## src/rtl/mem_arbiter.sv

```systemverilog
// Single-ported memory arbiter between the cpu instruction-fetch (I) and data (D) ports.
// Define MEM_ARB_RR_EN for round-robin arbitration; default is fixed priority, D over I.
module mem_arbiter #(
    parameter int unsigned n   = 16,
    parameter int unsigned LAT = 1
) (
    input  logic         clk,
    input  logic         reset,
    input  logic         i_req,
    input  logic [n-1:0] i_addr,
    output logic [n-1:0] i_rdata,
    output logic         i_ack,
    input  logic         d_req,
    input  logic         d_we,
    input  logic [n-1:0] d_addr,
    input  logic [n-1:0] d_wdata,
    output logic [n-1:0] d_rdata,
    output logic         d_ack,
    output logic         mem_en,
    output logic         mem_we,
    output logic [n-1:0] mem_addr,
    output logic [n-1:0] mem_wdata,
    input  logic [n-1:0] mem_rdata
);

    localparam int unsigned CW = $clog2(LAT + 1);

    typedef enum logic [1:0] {StIdle, StIssue, StWait, StAck} state_e;

    localparam logic OwnI = 1'b0;
    localparam logic OwnD = 1'b1;

    state_e        state_q, state_d;
    logic [CW-1:0] cnt_q, cnt_d;
    logic          owner_q, owner_d;
    logic          mem_en_q, mem_en_d;
    logic          mem_we_q, mem_we_d;
    logic [n-1:0]  mem_addr_q, mem_addr_d;
    logic [n-1:0]  mem_wdata_q, mem_wdata_d;
    logic          i_ack_q, i_ack_d;
    logic          d_ack_q, d_ack_d;
    logic [n-1:0]  i_rdata_q, i_rdata_d;
    logic [n-1:0]  d_rdata_q, d_rdata_d;
    logic          grant_d;

`ifdef MEM_ARB_RR_EN
    logic last_q, last_d;

    // Under contention the port not served last wins; a lone requester always wins.
    always_comb begin
        if (i_req && d_req) begin
            grant_d = ~last_q;
        end else begin
            grant_d = d_req;
        end
    end
`else
    always_comb begin
        grant_d = d_req;
    end
`endif

    always_comb begin
        state_d     = state_q;
        cnt_d       = cnt_q;
        owner_d     = owner_q;
        mem_en_d    = 1'b0;
        mem_we_d    = 1'b0;
        mem_addr_d  = mem_addr_q;
        mem_wdata_d = mem_wdata_q;
        i_ack_d     = 1'b0;
        d_ack_d     = 1'b0;
        i_rdata_d   = i_rdata_q;
        d_rdata_d   = d_rdata_q;
`ifdef MEM_ARB_RR_EN
        last_d      = last_q;
`endif

        unique case (state_q)
            StIdle: begin
                if (i_req || d_req) begin
                    owner_d     = grant_d;
                    mem_en_d    = 1'b1;
                    mem_we_d    = (grant_d == OwnD) && d_we;
                    mem_addr_d  = (grant_d == OwnD) ? d_addr : i_addr;
                    mem_wdata_d = (grant_d == OwnD) ? d_wdata : '0;
                    state_d     = StIssue;
`ifdef MEM_ARB_RR_EN
                    last_d      = grant_d;
`endif
                end
            end
            StIssue: begin
                cnt_d   = CW'(1);
                state_d = StWait;
            end
            StWait: begin
                // Last wait cycle is the one where mem_rdata is valid for this access.
                if (cnt_q == CW'(LAT)) begin
                    cnt_d = '0;
                    if (owner_q == OwnD) begin
                        d_rdata_d = mem_rdata;
                        d_ack_d   = 1'b1;
                    end else begin
                        i_rdata_d = mem_rdata;
                        i_ack_d   = 1'b1;
                    end
                    state_d = StAck;
                end else begin
                    cnt_d = cnt_q + CW'(1);
                end
            end
            StAck: begin
                state_d = StIdle;
            end
            default: begin
                state_d = StIdle;
            end
        endcase
    end

    always_ff @(posedge clk or posedge reset) begin
        if (reset) begin
            state_q     <= StIdle;
            cnt_q       <= '0;
            owner_q     <= OwnI;
            mem_en_q    <= 1'b0;
            mem_we_q    <= 1'b0;
            mem_addr_q  <= '0;
            mem_wdata_q <= '0;
            i_ack_q     <= 1'b0;
            d_ack_q     <= 1'b0;
            i_rdata_q   <= '0;
            d_rdata_q   <= '0;
        end else begin
            state_q     <= state_d;
            cnt_q       <= cnt_d;
            owner_q     <= owner_d;
            mem_en_q    <= mem_en_d;
            mem_we_q    <= mem_we_d;
            mem_addr_q  <= mem_addr_d;
            mem_wdata_q <= mem_wdata_d;
            i_ack_q     <= i_ack_d;
            d_ack_q     <= d_ack_d;
            i_rdata_q   <= i_rdata_d;
            d_rdata_q   <= d_rdata_d;
        end
    end

`ifdef MEM_ARB_RR_EN
    always_ff @(posedge clk or posedge reset) begin
        if (reset) begin
            last_q <= OwnI;
        end else begin
            last_q <= last_d;
        end
    end
`endif

    assign mem_en    = mem_en_q;
    assign mem_we    = mem_we_q;
    assign mem_addr  = mem_addr_q;
    assign mem_wdata = mem_wdata_q;
    assign i_ack     = i_ack_q;
    assign d_ack     = d_ack_q;
    assign i_rdata   = i_rdata_q;
    assign d_rdata   = d_rdata_q;

endmodule
```

## config.mk

```make
export PLATFORM = sky130hd
export DESIGN_NAME = mem_arbiter
export DESIGN_NICKNAME = d
export VERILOG_FILES = /design/src/rtl/mem_arbiter.sv
export SDC_FILE = /design/constraint.sdc
export NUM_CORES = 1
export LEC_CHECK = 0
export ABC_AREA = 1
export BUFFER_PORTS_ARGS = -buffer_cell sky130_fd_sc_hd__buf_2
export CAP_MARGIN = 10
export CORE_MARGIN = 2
export CORE_UTILIZATION = 40
export DETAILED_ROUTE_END_ITERATION = 6
export HOLD_SLACK_MARGIN = 0.1
export PLACE_DENSITY = 0.75
export SKIP_CTS_REPAIR_TIMING = 1
export SYNTH_ARGS = -nofsm -noshare
export SYNTH_HDL_FRONTEND = slang
export SYNTH_SLANG_ARGS = --single-unit
```

## constraint.sdc

```tcl
create_clock -name clk -period 2.12 [get_ports clk]
set_input_delay 0.212 -clock clk [delete_from_list [all_inputs] [get_ports clk]]
set_output_delay 0.212 -clock clk [all_outputs]
set_load 0.05 [all_outputs]
```

# After elaboration in Yosys (flattened, before gate mapping)
# Index checks and enable logic that the tools add are counted.
# word_totals
register_bits	72
in_bits	69
output_inout_bits	68
word_cells	43
# classes
n_addsub	1
eq_ne	5
mux	17
bitwise_logic	1
reduce_logical	8
# op_table
cell	n
16-bit 2-to-1 mux	2
1-bit 2-to-1 mux	11
2-bit one-hot mux with 4 select lines	1
3-bit AND reduction	2
2-bit == test, second input constant	2
2-bit 2-to-1 mux	2
2-bit != test, second input constant	2
2-bit AND reduction	2
2-bit by 1-bit == test with 1-bit output, second input constant	1
2-bit zero test	1
1-bit one-hot mux with 2 select lines	1
2-bit nonzero test	1
1-bit adder, second input constant	1
1-bit logical AND	1
1-bit logical OR	1
1-bit NOT	1

# Longest topological paths before layout
# logic_depth
ltp_word	3
mapped_depth	8

# Worst setup path before layout
# Ideal clock, no wire load.
# synth_timing
kind	reg2reg
from	reg state_q[1]
to	reg mem_addr_q[0], in the netlist mem_addr[0]
setup_ps	118
arrival_ps	1151
t_required_ps	2002
slack_ps	852
path_stages_with_launch	9
path_buffers	2
path_cell_list	dfrtp_1 -> inv_1 -> ha_1 -> buf_4 -> o21ai_4 -> inv_2 -> buf_6 -> nand2_1 -> nand2_1
# synth_via
elab_chain_len	2
# synth_rtl
item	line	rtl
from (decl)	33	state_e state_q, state_d;
from (signal assigned)	124	state_q <= StIdle;
from (signal assigned)	136	state_q <= state_d;
2-bit zero test	79	unique case (state_q)
2-bit AND reduction (no line)	--	
to (signal assigned)	141	mem_addr_q <= mem_addr_d;
to (decl)	38	logic [n-1:0] mem_addr_q, mem_addr_d;
# No other way between the ends.
# A chain may end at the register's enable or synchronous reset.

# Worst setup path in the final report
# layout_timing
from	reg state_q[1]
to	reg mem_addr_q[1], in the netlist mem_addr[1]
# Same word-level chain as after synthesis.

==> impl_metrics.tcl <==
set metrics [dict create \
    power.switching_mw 3.97 \
    clock_path_buffers 2 \
    core_area_mm2 0.00725 \
    irDropWorstVdd_uv 1020 \
    criticalPathCategory "reg -> reg" \
    via_count 2670 \
    p_per_area_mw_per_mm2 1860 \
    max-cap-violations 0 \
    seq_power_share_pct 31.5 \
    setup_tns_ps 0 \
    antenna_found_initial 0 \
    drtIter0Drc 92 \
    die-area_mm2 0.00822 \
    io_buffers 136 \
    cp-start-kind "register" \
    dpl.hpwl_mm 5.03 \
    routed_wirelength_mm 6.95 \
    clk_latency_ps 340 \
    yosysUniqueCellTypes 15 \
    synth_top_area_share_pct 60.0 \
    synth_area_leaders "dfrtp_1 (60%), nand2_1 (17%), o21ai_0 (8.2%), inv_1 (4.9%), nand3_1 (3.2%)" \
    status "finished, final reports clean" \
    synthAdderAreaFrac_pct 1.67 \
    start_util_pct 41.4 \
    static-leakage-power_nw 2.38 \
    worst_ep_arrival_time_ps 1850 \
    worst-r2r-cell-count 6 \
    place_area_mm2 0.00376 \
    min_period_ps 1620 \
    layout.nets 557 \
    die_h_um 90.7 \
    rsz0062_at_grt "no" \
    routed_via_density 4.54 \
    p_clk_share_pct 14.6 \
    p_int_mw 3.47 \
    rrSetupSlack_ps 500 \
    worstSetupEndpointType "register" \
    period_share_pct 76.5 \
    synth-xor-area-share_pct 0 \
    final_common_cell "nand2_1" \
    chipWidth_um 90.7 \
    yosys_warnings 0 \
    synth_top_family_by_area "simple AND/OR/NAND/NOR gates" \
    cts.sinks 72 \
    drcViolationCount 0 \
    reg2reg_from "state_q[1]" \
    p_sw_share_pct 53.4 \
    syn_inst 347 \
    first_pass_iters 4 \
    antennaDiodeCount 0 \
    r2r_end "mem_addr[1]" \
    wire_per_inst_um 11.8 \
    io_pins 137 \
    drive_gt1_share_pct 32.9 \
    cts_tree "done" \
    worstMarginPinSlew_ps 818 \
    cp_max_fo 34 \
    place_inst 569 \
    ant_nets 0 \
    fin_area_mm2 0.00399 \
    layout_common_cells "nand2_1 (140), buf_2 (136), dfrtp_1 (72)" \
    clock.fmax_ghz 0.617 \
    slew_headroom_pct 45.2 \
    yosys.area.top_type "dfrtp_1" \
    muxShareOfSynthArea_pct 0 \
    synth-compound-area-share_pct 8.70 \
    finClkSkew_ps 7.28 \
    grt_start_max_net_pins 51 \
    grt_pass1_wl_mm 11.5 \
    crit_required_ps 2350 \
    comb_power_share_pct 53.8 \
    grt_pass1_vias 2472 \
    ys_ff_latch 72 \
    gp_congestion 0.790 \
    clk_pin_slew_ps 80 \
    hold_class "in -> reg" \
    cts.htree.levels 3 \
    hold_viol 0 \
    placementRows 31 \
    cp-startpoint "state_q[1]" \
    cts_made_buffers 9 \
    mappedNetlistNets 420 \
    fillCellCount 684 \
    fin_cells 588 \
    slew_viol_final 0 \
    overflow 0 \
    postSynthAreaPerCell_um2 8.66 \
    syn_to_final_growth_pct 32.9 \
    hold-worst-slack_ps 98.9 \
    setup_viol 0 \
    yosys.area_share.simple_pct 21.4 \
    clockRootBuffer "clkbuf_8" \
    syn_area_mm2 0.00300 \
    cp-endpoint "mem_addr[1]" \
    grtUsageTotal_pct 17.4 \
    yosysSeqAreaShare_pct 60.0 \
]
flip-flops by register name, indices dropped and copies added (netlist names):
| register | flops |
|---|---|
| cnt_q | 1 |
| d_ack | 1 |
| d_rdata | 16 |
| i_ack | 1 |
| i_rdata | 16 |
| mem_addr | 16 |
| mem_en | 1 |
| mem_wdata | 16 |
| mem_we | 1 |
| owner_q | 1 |
| state_q | 2 |
metal layers:
layer	vias up	global-route usage [%]	share of wire, %
li1	1338	-	-
met1	1212	24.3	47
met2	106	26.1	45
met3	14	3.67	5.7
met4	0	7.95	2.3
met5	-	0	0
power by group through the flow:
stage          clock, mW  sequential, mW  combinational (mW)
5_1_grt             1.18            2.42                4.30
3_3_place_gp           0            2.35                3.96
2_1_floorplan          0            4.41                1.03
4_1_cts             1.11            2.34                4.04
6_report            1.09            2.35                4.00
3_5_place_dp           0            2.36                4.04
synth_stat cells (all sizes together):
cell type	count
nand2	140
dfrtp	72
o21ai	50
inv	40
nand3	19
buf	12
clkbuf	6
ha	4
nor2	2
nand3b	1
or2	1
critical path, stage by stage, from the launching register on:
cell and delay, ps:
dfrtp_1 390, inv_1 80, ha_1 230, o21ai_4 320
inv_2 300, nand2_1 130, nand2_1 60
cell type report:
cell class / instances / area [um^2] / area share [%]
multi-input combinational: 217 / 953 / 23.9
clock buffer: 10 / 138 / 3.45
tap: 99 / 124 / 3.10
timing repair buffer: 144 / 761 / 19.0
inverter: 40 / 150 / 3.76
sequential: 72 / 1800 / 45.1
clock inverter: 6 / 66.3 / 1.66
kinds of logic after synthesis:
logic type	count (synthesis)
simple gates	163
compound gates	50
flops	72
fa+ha+maj	4
buf+inv	58
worst min-delay path by stage:
stage	start	end	slack [ps]	cells after the start
global placement	reset	d_rdata[13]	290	2
CTS	reset	d_rdata[13]	-80	2
floorplan	d_we	mem_we	320	2
global route	d_wdata[12]	mem_wdata[12]	100	3
finish	d_wdata[0]	mem_wdata[0]	100	3
detailed placement	reset	d_rdata[13]	290	2
per-stage QoR:
stage | util (%) | worst slack [ps] | power [mW]
3_5_place_dp | 51.8 | 481 | 6.40
2_1_floorplan | - | 83.1 | 5.44
5_1_grt | 55.1 | 324 | 7.90
6_report | 55.1 | 498 | 7.44
3_3_place_gp | 51.8 | 513 | 6.31
4_1_cts | 54.6 | 479 | 7.50
(Power assumes the default switching activity.)
